[src/rtl/fp_pkg.sv]
// Shared types and helpers for the pipelined floating-point multiplier and its
// round-and-pack stage.
package fp_pkg;

    typedef enum logic [2:0] {
        RNE = 3'd0,
        RTZ = 3'd1,
        RDN = 3'd2,
        RUP = 3'd3,
        RMM = 3'd4
    } rmode_e;

    typedef enum logic [1:0] {
        ZERO = 2'd0,
        NORM = 2'd1,
        INF  = 2'd2,
        NAN  = 2'd3
    } fp_class_e;

    // Result decided by operand classes alone; SP_NONE means use the arithmetic path.
    typedef enum logic [1:0] {
        SP_NONE = 2'd0,
        SP_NAN  = 2'd1,
        SP_INF  = 2'd2,
        SP_ZERO = 2'd3
    } special_e;

    typedef struct packed {
        logic     sign;
        rmode_e   mode;
        special_e spec;
    } ctrl_t;

    function automatic int fp_bias(input int exp_w);
        return (1 << (exp_w - 1)) - 1;
    endfunction

    function automatic logic [63:0] fp_qnan(input int exp_w, input int frc_w);
        return (((64'd1 << exp_w) - 64'd1) << frc_w) | (64'd1 << (frc_w - 1));
    endfunction

    function automatic rmode_e decode_rmode(input logic [2:0] m);
        case (m)
            3'd1:    return RTZ;
            3'd2:    return RDN;
            3'd3:    return RUP;
            3'd4:    return RMM;
            default: return RNE;
        endcase
    endfunction

    function automatic special_e special_of(input fp_class_e cx, input fp_class_e cy);
        if (cx == NAN || cy == NAN)
            return SP_NAN;
        if ((cx == INF && cy == ZERO) || (cx == ZERO && cy == INF))
            return SP_NAN;
        if (cx == INF || cy == INF)
            return SP_INF;
        if (cx == ZERO || cy == ZERO)
            return SP_ZERO;
        return SP_NONE;
    endfunction

endpackage

[src/rtl/fp_mul_pipe_round.sv]
// Combinational round-and-pack: normalised sign/exponent/mantissa plus guard and
// sticky in, packed result with overflow/underflow flags out. Shared with the adder.
module fp_round
    import fp_pkg::*;
#(
    parameter int EXP_W = 8,
    parameter int FRC_W = 23
) (
    input  logic                      sign,
    input  logic signed [EXP_W+1:0]   e,
    input  logic [FRC_W-1:0]          kept,
    input  logic                      g,
    input  logic                      s,
    input  rmode_e                    mode,
    output logic [EXP_W+FRC_W:0]      fp_z,
    output logic                      ovrf,
    output logic                      udrf
);

    localparam int EW = EXP_W + 2;
    localparam logic signed [EW-1:0] E_ONE  = EW'(1);
    localparam logic signed [EW-1:0] E_ZERO = EW'(0);
    localparam logic signed [EW-1:0] E_ALL1 = {2'b00, {EXP_W{1'b1}}};

    logic                  inc;
    logic [FRC_W:0]        mant;
    logic signed [EW-1:0]  e_r;
    logic                  keep_finite;

    always_comb begin
        inc = 1'b0;
        case (mode)
            RNE:     inc = g && (s || kept[0]);
            RTZ:     inc = 1'b0;
            RDN:     inc = sign && (g || s);
            RUP:     inc = !sign && (g || s);
            RMM:     inc = g;
            default: inc = g && (s || kept[0]);
        endcase
    end

    // A carry out of the mantissa leaves the fraction at zero, so only e moves.
    assign mant = {1'b0, kept} + {{FRC_W{1'b0}}, inc};
    assign e_r  = mant[FRC_W] ? e + E_ONE : e;

    assign keep_finite = (mode == RTZ) || (mode == RDN && !sign) || (mode == RUP && sign);

    always_comb begin
        fp_z = {sign, e_r[EXP_W-1:0], mant[FRC_W-1:0]};
        ovrf = 1'b0;
        udrf = 1'b0;
        if (e_r >= E_ALL1) begin
            ovrf = 1'b1;
            if (keep_finite)
                fp_z = {sign, {(EXP_W-1){1'b1}}, 1'b0, {FRC_W{1'b1}}};
            else
                fp_z = {sign, {EXP_W{1'b1}}, {FRC_W{1'b0}}};
        end else if (e_r <= E_ZERO) begin
            udrf = 1'b1;
            fp_z = {sign, {(EXP_W+FRC_W){1'b0}}};
        end
    end

endmodule

[src/rtl/fp_mul_pipe.sv]
// Three-stage pipelined floating-point multiplier (classify/multiply, normalise,
// round/pack). Optional sticky overflow/underflow flags under FP_MUL_STICKY_FLAGS_EN.
module fp_mul_pipe
    import fp_pkg::*;
#(
    parameter int EXP_W = 8,
    parameter int FRC_W = 23
) (
    input  logic                  clk,
    input  logic                  rst,
    input  logic                  in_valid,
    output logic                  in_ready,
    input  logic [EXP_W+FRC_W:0]  fp_X,
    input  logic [EXP_W+FRC_W:0]  fp_Y,
    input  logic [2:0]            r_mode,
    output logic                  out_valid,
    input  logic                  out_ready,
    output logic [EXP_W+FRC_W:0]  fp_Z,
    output logic                  ovrf,
`ifdef FP_MUL_STICKY_FLAGS_EN
    input  logic                  flag_clr,
    output logic                  ovrf_sticky,
    output logic                  udrf_sticky,
`endif
    output logic                  udrf
);

    localparam int W    = 1 + EXP_W + FRC_W;
    localparam int EW   = EXP_W + 2;
    localparam int PW   = 2 * FRC_W + 2;
    localparam int BIAS = fp_bias(EXP_W);
    localparam logic signed [EW-1:0] BIAS_E = EW'(BIAS);
    localparam logic signed [EW-1:0] E_ONE  = EW'(1);
    localparam logic [63:0]          QNAN64 = fp_qnan(EXP_W, FRC_W);
    localparam logic [W-1:0]         QNAN   = QNAN64[W-1:0];

    typedef struct packed {
        ctrl_t                ctrl;
        logic signed [EW-1:0] e;
        logic [PW-1:0]        p;
    } s1_t;

    typedef struct packed {
        ctrl_t                ctrl;
        logic signed [EW-1:0] e;
        logic [FRC_W-1:0]     kept;
        logic                 g;
        logic                 s;
    } s2_t;

    typedef struct packed {
        logic [W-1:0] z;
        logic         ovrf;
        logic         udrf;
    } s3_t;

    function automatic fp_class_e classify(input logic [EXP_W-1:0] e, input logic [FRC_W-1:0] f);
        if (e == '0)
            return ZERO;
        if (e == '1)
            return (f == '0) ? INF : NAN;
        return NORM;
    endfunction

    logic v1, v2, v3;
    logic en1, en2, en3;
    s1_t  s1_d, s1_q;
    s2_t  s2_d, s2_q;
    s3_t  s3_d, s3_q;

    // Handshake: a beat moves on valid && ready at the clock edge. Each stage
    // register loads when it is empty or its contents move on in the same cycle;
    // in_ready therefore depends on out_ready and never on in_valid.
    assign en3      = !v3 || out_ready;
    assign en2      = !v2 || en3;
    assign en1      = !v1 || en2;
    assign in_ready = en1;

    logic [EXP_W-1:0] ex, ey;
    logic [FRC_W-1:0] fx, fy;
    logic [PW-1:0]    mx, my;

    assign ex = fp_X[W-2 -: EXP_W];
    assign ey = fp_Y[W-2 -: EXP_W];
    assign fx = fp_X[FRC_W-1:0];
    assign fy = fp_Y[FRC_W-1:0];
    assign mx = {{(FRC_W+1){1'b0}}, 1'b1, fx};
    assign my = {{(FRC_W+1){1'b0}}, 1'b1, fy};

    always_comb begin
        s1_d           = '0;
        s1_d.ctrl.sign = fp_X[W-1] ^ fp_Y[W-1];
        s1_d.ctrl.mode = decode_rmode(r_mode);
        s1_d.ctrl.spec = special_of(classify(ex, fx), classify(ey, fy));
        s1_d.e         = $signed({2'b00, ex}) + $signed({2'b00, ey}) - BIAS_E;
        s1_d.p         = mx * my;
    end

    // Product lies in [1,4); bring the leading one to the bit just above the kept field.
    logic [PW-2:0] pn;
    assign pn = s1_q.p[PW-1] ? s1_q.p[PW-2:0] : {s1_q.p[PW-3:0], 1'b0};

    always_comb begin
        s2_d      = '0;
        s2_d.ctrl = s1_q.ctrl;
        s2_d.e    = s1_q.p[PW-1] ? s1_q.e + E_ONE : s1_q.e;
        s2_d.kept = pn[PW-2 -: FRC_W];
        s2_d.g    = pn[FRC_W];
        s2_d.s    = |pn[FRC_W-1:0];
    end

    logic [W-1:0] rnd_z;
    logic         rnd_o, rnd_u;

    fp_round #(
        .EXP_W (EXP_W),
        .FRC_W (FRC_W)
    ) u_round (
        .sign (s2_q.ctrl.sign),
        .e    (s2_q.e),
        .kept (s2_q.kept),
        .g    (s2_q.g),
        .s    (s2_q.s),
        .mode (s2_q.ctrl.mode),
        .fp_z (rnd_z),
        .ovrf (rnd_o),
        .udrf (rnd_u)
    );

    always_comb begin
        s3_d = '{z: rnd_z, ovrf: rnd_o, udrf: rnd_u};
        case (s2_q.ctrl.spec)
            SP_NAN:  s3_d = '{z: QNAN, ovrf: 1'b0, udrf: 1'b0};
            SP_INF:  s3_d = '{z: {s2_q.ctrl.sign, {EXP_W{1'b1}}, {FRC_W{1'b0}}}, ovrf: 1'b0, udrf: 1'b0};
            SP_ZERO: s3_d = '{z: {s2_q.ctrl.sign, {(EXP_W+FRC_W){1'b0}}}, ovrf: 1'b0, udrf: 1'b0};
            default: s3_d = '{z: rnd_z, ovrf: rnd_o, udrf: rnd_u};
        endcase
    end

    always_ff @(posedge clk) begin
        if (rst) begin
            v1   <= 1'b0;
            v2   <= 1'b0;
            v3   <= 1'b0;
            s1_q <= '0;
            s2_q <= '0;
            s3_q <= '0;
        end else begin
            if (en1) begin
                v1 <= in_valid;
                if (in_valid)
                    s1_q <= s1_d;
            end
            if (en2) begin
                v2 <= v1;
                if (v1)
                    s2_q <= s2_d;
            end
            if (en3) begin
                v3 <= v2;
                if (v2)
                    s3_q <= s3_d;
            end
        end
    end

    assign out_valid = v3;
    assign fp_Z      = s3_q.z;
    assign ovrf      = s3_q.ovrf;
    assign udrf      = s3_q.udrf;

`ifdef FP_MUL_STICKY_FLAGS_EN
    logic xfer;
    logic sticky_o, sticky_u, pend_o, pend_u;

    assign xfer = v3 && out_ready;

    // A flag arriving with flag_clr is parked for one cycle so the clear cannot swallow it.
    always_ff @(posedge clk) begin
        if (rst) begin
            sticky_o <= 1'b0;
            sticky_u <= 1'b0;
            pend_o   <= 1'b0;
            pend_u   <= 1'b0;
        end else if (flag_clr) begin
            sticky_o <= 1'b0;
            sticky_u <= 1'b0;
            pend_o   <= xfer && s3_q.ovrf;
            pend_u   <= xfer && s3_q.udrf;
        end else begin
            sticky_o <= sticky_o || pend_o || (xfer && s3_q.ovrf);
            sticky_u <= sticky_u || pend_u || (xfer && s3_q.udrf);
            pend_o   <= 1'b0;
            pend_u   <= 1'b0;
        end
    end

    assign ovrf_sticky = sticky_o;
    assign udrf_sticky = sticky_u;
`endif

endmodule

[config.mk]
export PLATFORM = sky130hd
export DESIGN_NAME = fp_mul_pipe
export DESIGN_NICKNAME = d
export VERILOG_FILES = /design/src/rtl/fp_pkg.sv /design/src/rtl/fp_mul_pipe_round.sv /design/src/rtl/fp_mul_pipe.sv
export SDC_FILE = /design/constraint.sdc
export NUM_CORES = 2
export LEC_CHECK = 0
export CAP_MARGIN = 20
export CORE_MARGIN = 10
export CORE_UTILIZATION = 65
export DETAILED_ROUTE_END_ITERATION = 7
export PLACE_DENSITY = 0.95
export RECOVER_POWER = 50
export SLEW_MARGIN = 10
export SYNTH_ARGS = -nofsm -noshare
export SYNTH_HDL_FRONTEND = slang
export SYNTH_HIERARCHICAL = 1
export SYNTH_SLANG_ARGS = --single-unit
[constraint.sdc]
create_clock -name clk -period 10.3 [get_ports clk]
set_clock_uncertainty 0.15 [all_clocks]
set_input_delay 1.03 -clock clk [delete_from_list [all_inputs] [get_ports clk]]
set_output_delay 1.03 -clock clk [all_outputs]
set_load 0.05 [all_outputs]
==> reports/qor.yml <==
finalCritPeriodShare_pct: 86.02
multi_input_area_mm2: 0.02042
globalRoute.totalOverflow: 0
grt_setup_unrepaired: "false"
postSynthRegisterBits: 142
failed_checks: "capacitance limit, slew limit"
timing.critical_path.from_type: "input pin"
async_reset_ff_share_pct: 0
start_util_pct: 65.79
commonest_cells_after_routing_fill_and_taps_aside: "sky130_fd_sc_hd__inv_1 (608), sky130_fd_sc_hd__fa_1 (483), sky130_fd_sc_hd__nand2_1 (426), sky130_fd_sc_hd__and2_1 (249), sky130_fd_sc_hd__ha_1 (197)"
critPathKind: "input pin to flop"
hold_path.class: "flop to flop"
fin_setup_tns_ps: 0
insertion_delay_ps: 430
drv.max_cap_violation_count: 2
slew-limit-headroom_pct: -93.56
die_height_um: 220.8
grt.total_usage_pct: 31.02
std_cell_rows: 73
max_freq_mhz: 112.9
critical_path_required_ps: 10460
fp.dieW_um: 220.8
cp_slowest_cell: "sky130_fd_sc_hd__clkdlybuf4s50_1"
synth_top_area_share_pct: 36.91
cts-htree-levels: 4
mappedNetlistArea_mm2: 0.02620
cts-resized-gates: 0
drt_pass1_iterations: 6
hold_violations: 0
timing.critical_path.mode_cell: "sky130_fd_sc_hd__fa_1"
fp.dieArea_mm2: 0.04874
cts_inserted_buffers: 17
final-seq-area_mm2: 0.002843
filler_cell_count: 2734
finalNetCount: 3838
grt_antenna_before_repair: 0
grt_max_degree: 77
hpwl_um: 59330
cts_buffer_depth: 2
cts_tree: "built"
count_of_flip_flops_with_a_built_in_enable_after_synthesis: 0
finalMaxSlewViolations: 134
biggest_cell_delay_along_the_critical_path_ps: 910
synth.net_count: 3839
post_route_cells_drive_above_1_share_pct: 3.129
synth-seq-area-share_pct: 10.85
yosysUniqueCellTypes: 70
postCtsSetupBuffers: 0
worst_path_dominant_cell_family: "adder cells"
placer_congestion: 0.9806
clk_pin_slew_worst_paths_ps: 70
areaGrowthSynthToFinish_pct: 7.579
critical_path_buf_inv_count: 8
setup_viol_count_final: 0
grt_pass1_vias: 23600
worst-path-max-fanout: 18
ys.flop_type: "sky130_fd_sc_hd__dfxtp_1"
viasPerCell: 6.050
status: "complete, but fails checks"
routedWlPerCell_um: 20.46
route.final.wire_length_um: 74150
drtIter0Drc: 2526
crit_path_end_kind: "flop"
first_pass_grt_wire_length_um: 119900
vias: 21930
antenna_cells_inserted: 0
most_common_library_cell_in_the_layout_ignoring_fill_and_taps: "sky130_fd_sc_hd__inv_1"
cell_at_the_root_of_the_clock_tree: "sky130_fd_sc_hd__clkbuf_16"
detail-route-antenna-nets: 0
tightest_slew_ps: 2903
cts_hold_buf: 0
num_io_pins: 107
route.detailed.drc: 0
design.core.area_mm2: 0.03982
portBuffers: 106
post_synthesis_cell_type_with_the_largest_combined_area: "sky130_fd_sc_hd__fa_1"
critical_path_arrival_ps: 9020
yosysWarnings: 6
syn_avg_cell_area_um2: 8.484
synth_cells: 3088
clock_sinks: 142
finalWorstPathRequiredPeriod_ps: 8860
synthTopCellsByArea: "sky130_fd_sc_hd__fa_1 (37%), sky130_fd_sc_hd__dfxtp_1 (11%), sky130_fd_sc_hd__ha_1 (9.4%), sky130_fd_sc_hd__inv_1 (8.7%), sky130_fd_sc_hd__nand2_1 (6.1%)"
## final cells by class
type                            instances  share of cell area (%)
Sequential cell                       142                   10.09
Clock buffer                           19                   1.571
Clock inverter                         13                  0.4173
Timing Repair Buffer                  150                   5.007
Multi-Input combinational cell       2165                   72.45
Inverter                              611                   8.137
Tap cell                              525                   2.331
## synthesized netlist by cell type, drive strengths merged, types with 13 or more instances
cell type,count
inv,608
fa,483
nand2,428
and2,250
ha,197
clkbuf,153
a21oi,145
dfxtp,142
nor2,141
nand3,60
a211oi,57
o21ai,51
xor2,44
xnor2,43
mux2i,29
nand4,28
a21o,24
o41ai,24
nor4,23
nor3,21
buf,17
a31oi,13
and3,13
o21bai,13
## through the flow
stage          utilization, %  hold WS (ps)  instances  setup slack, ps  instance area, um2
2_1_floorplan               -         278.7       3088             2929               26200
3_3_place_gp            69.24         289.7       3589             1360               27570
3_5_place_dp            69.24         293.1       3589             1281               27570
4_1_cts                 70.65         303.4       3621             1738               28130
5_1_grt                 70.78         317.3       3625             1343               28190
6_report                70.78         298.8       3625             1440               28190
## per-layer routing
metal | wire [um] | GRT usage, %
met1 | 26470 | 36.90
met4 | 4421 | 16.05
met3 | 9420 | 9.286
met2 | 33850 | 50.26
met5 | 0 | 0
## worst register-to-register path: stages, from the launching register on
cell and delay [ps]:
sky130_fd_sc_hd__dfxtp_1 350, sky130_fd_sc_hd__inv_1 80, sky130_fd_sc_hd__nor3b_1 220, sky130_fd_sc_hd__ha_1 160, sky130_fd_sc_hd__nor3b_1 250, sky130_fd_sc_hd__a21oi_1 70, sky130_fd_sc_hd__nand2_1 70, sky130_fd_sc_hd__a22o_1 120
sky130_fd_sc_hd__ha_1 240, sky130_fd_sc_hd__nand3_1 130, sky130_fd_sc_hd__nor3_1 670, sky130_fd_sc_hd__and3_1 400, sky130_fd_sc_hd__nand4_1 150, sky130_fd_sc_hd__xor2_1 830, sky130_fd_sc_hd__nand2_2 510, sky130_fd_sc_hd__o41ai_1 630
sky130_fd_sc_hd__nand3_1 170, sky130_fd_sc_hd__a21oi_1 160
## logic make-up after synthesis
family	synth area share, %
AND/OR/NAND/NOR	18.50
XOR/XNOR	2.908
flip-flops	10.85
buffers and inverters	11.32
multiplexers	1.108
AO/OA/AOI/OAI	9.002
adder cells (fa/ha/maj)	46.31
## final timing paths
| check | cells past startpoint | from | to | slack (ps) |
|---|---|---|---|---|
| max | 26 | fp_Y[8] | s1_q[43] | 1440 |
| min | 2 | fp_Z[5] | fp_Z[5] | 300 |
| max reg2reg | 17 | s2_q[38] | fp_Z[0] | 4840 |
| min reg2reg | 2 | fp_Z[5] | fp_Z[5] | 300 |
## state kept, by name, summed over array words and instances, names as in the netlist
| signal | count |
|---|---|
| v2 | 1 |
| s2_q | 41 |
| out_valid | 1 |
| udrf | 1 |
| ovrf | 1 |
| fp_Z | 32 |
| s1_q | 64 |
| v1 | 1 |
Power is left out: the tool's default activity adds up to more than one toggle a clock period on the data nets, which glitch-free logic cannot reach.
==> edit, RTL diff (config.mk and constraints unchanged) <==
Add an input register stage for `r_mode`, without a reset; this delays it by one clock. The other inputs are not delayed to match.
--- a/src/rtl/fp_mul_pipe.sv
+++ b/src/rtl/fp_mul_pipe.sv
@@ -54,6 +54,12 @@
         logic         udrf;
     } s3_t;
 
+    logic [2:0] r_mode_q;
+
+    always_ff @(posedge clk) begin
+        r_mode_q <= r_mode;
+    end
+
     function automatic fp_class_e classify(input logic [EXP_W-1:0] e, input logic [FRC_W-1:0] f);
         if (e == '0)
             return ZERO;
@@ -90,7 +96,7 @@
     always_comb begin
         s1_d           = '0;
         s1_d.ctrl.sign = fp_X[W-1] ^ fp_Y[W-1];
-        s1_d.ctrl.mode = decode_rmode(r_mode);
+        s1_d.ctrl.mode = decode_rmode(r_mode_q);
         s1_d.ctrl.spec = special_of(classify(ex, fx), classify(ey, fy));
         s1_d.e         = $signed({2'b00, ex}) + $signed({2'b00, ey}) - BIAS_E;
         s1_d.p         = mx * my;
Formal check against the unedited RTL: not equivalent (a bounded check fails within 4 cycles, from zero or initial values and one cycle with rst high).
==> edit against the original RTL <==
The flow finishes with violations (DRC, capacitance limit, slew limit); sequential cell count grew 3; register-to-register slack better by 720 ps; design area rose by 1.1%; critical endpoint is now s1_q[44]; area after synthesis is 0.83% higher; sequential share of layout area grew 0.10 points; maximum frequency increased by 0.21%; worst setup slack improved by 18 ps; highest routed layer unchanged; routed wire length is 0.25% lower.
Power is not shown: default switching activity piles up to over one toggle a cycle in this logic, so the estimate is an artifact.
==> edit: results (changes against the original RTL) <==
Critical path
  • Path depth of the worst reg2reg path: 18 (+1)
  • Worst Path Max Fanout: 18 (unchanged)
  • Crit-path max cell delay: 1090 ps (+180 ps)
  • Crit path arrival time: 9010 ps (about the same)
  • Crit-path leading delay family: adder cells
  • Crit-path slowest cell: clkdlybuf4s50_1

Synth
  • Post-synthesis sequential area ratio: 11.0% (+0.14 points)
  • Ys async rst share: 0% (unchanged)
  • Commonest cells post-synth: inv_1 (604), fa_1 (483), nand2_1 (434), and2_1 (251), ha_1 (197)
  • Synth top area cells: fa_1 (37%), dfxtp_1 (11%), ha_1 (9.3%)
  • Synth Warn #: 6 (unchanged)
  • Ys flop type: dfxtp_1
  • Post-synth cell types: 81 (+16%)

Routing
  • Vias: 21,900 (-0.18%)
  • ANT nets after route: 0 (unchanged)
  • DRT iter0 DRCs: 2,423 (-4.1%)
  • Final Routed Wirelength: 74.0 mm (-0.25%)
  • DRC viols: 1 (+1)
  • DR pass1 iterations: 8 (+2)

Clock network
  • Max H-tree Level: 4 (unchanged)
  • Clock slew at reported path FFs: 60 ps
  • Clock Tree Buf Depth: 2 (unchanged)
  • Post-CTS setup buffers: 0 (unchanged)
  • CTS Buf Count: 17 (unchanged)
  • Post-CTS sizing: 0 (unchanged)
  • Root cell of the clock tree: clkbuf_16
  • Clk_lat worst skew: 430 ps (about the same)

Run status
  • Status: complete, but fails checks
  • Failing checks: DRC, capacitance limit, slew limit

Global route
  • Initial antenna violation count: 0 (unchanged)
  • First-pass GRT wire length: 120 mm (about the same)
  • Vias in the first global route: 23,700 (+0.33%)
  • GRT Total Usage: 29.8% (-1.2 points)
  • Largest net degree at the start of global routing: 92 (+19%)

Hold path
  • HP Class: reg -> reg
  • Hold-critical path depth: 2 (unchanged)

Place
  • DP HPWL: 57.4 mm (-3.2%)
  • Port-buffer cells: 106 (unchanged)
  • RD Place Congestion: 1.02 (+3.7%)

Flow run
  • Max-cap viol count: 2 (unchanged)

Final layout
  • Top reg by flops: s1_q
  • Nets: 3,836 (-0.052%)
  • Layout filler cell count: 2,744 (+0.37%)
  • Max reg flops: 64 (unchanged)
  • Share of cells above drive strength 1: 3.87% (+0.74 points)

Timing
  • Worst relative slew slack: -96.6% (-3.0 points)
  • Max Slew Vio Count: 142 (+6.0%)
## edit: layout make-up
class,count,area (um2),share of cell area (%)
repair buffers,155,1500,5.27
inverters,608,2280,8.01
diodes,2,5.00,0.0176
flip-flops and latches,145,2900,10.2
multi-input cells,2158,20600,72.1
clock buffers,21,460,1.62
well taps,525,657,2.30
clock inverters,11,130,0.457
## edit: worst min-delay path: cells and delay by family (launching register included)
family             cells  cell delay, ps
DFF                    1             300
and+or+nand+nor        1              50
AOI/OAI and AO/OA      1              50
## edit: cell families (layout without fill, tap and decap cells)
| group | Yosys count | in the layout | share of synthesized area (%) |
|---|---|---|---|
| AOI/OAI and AO/OA | 358 | 358 | 9.43 |
| xor gates and xnor gates | 82 | 82 | 2.72 |
| adders and majority gates | 680 | 680 | 45.9 |
| buffers and inverters | 785 | 795 | 11.3 |
| DFF | 145 | 145 | 11.0 |
| muxes | 28 | 28 | 1.06 |
| other | 0 | 2 | 0 |
| and+or+nand+nor | 1010 | 1010 | 18.6 |
## edit: per-stage QoR
step / std cells / instance area [um2] / hold slack (ps) / setup WS, ps / utilization (%)
3_3_place_gp: 3581 / 27700 / 287 / 1350 / 69.5
4_1_cts: 3613 / 28300 / 303 / 1650 / 71.0
6_report: 3625 / 28500 / 298 / 1460 / 71.4
2_1_floorplan: 3088 / 26400 / 282 / 2900 / -
5_1_grt: 3623 / 28500 / 308 / 1270 / 71.4
3_5_place_dp: 3581 / 27700 / 296 / 1210 / 69.5
## edit: final timing paths
kind                                from  endpoint  slack, ps
worst min register to register   fp_Z[1]   fp_Z[1]        300
worst min-delay path             fp_Z[1]   fp_Z[1]        300
worst max register to register  s2_q[38]  fp_Z[22]       5560
worst max-delay path             fp_Y[0]  s1_q[44]       1460
## edit: routing by layer
layer  vias up  GRT usage (%)  routed length (um)
met2      1453           48.6               34100
met4         0           15.7                4560
met1     10400           35.1               26500
met3       398           8.48                8830
met5         -              0                   0
li1       9591              -                   -
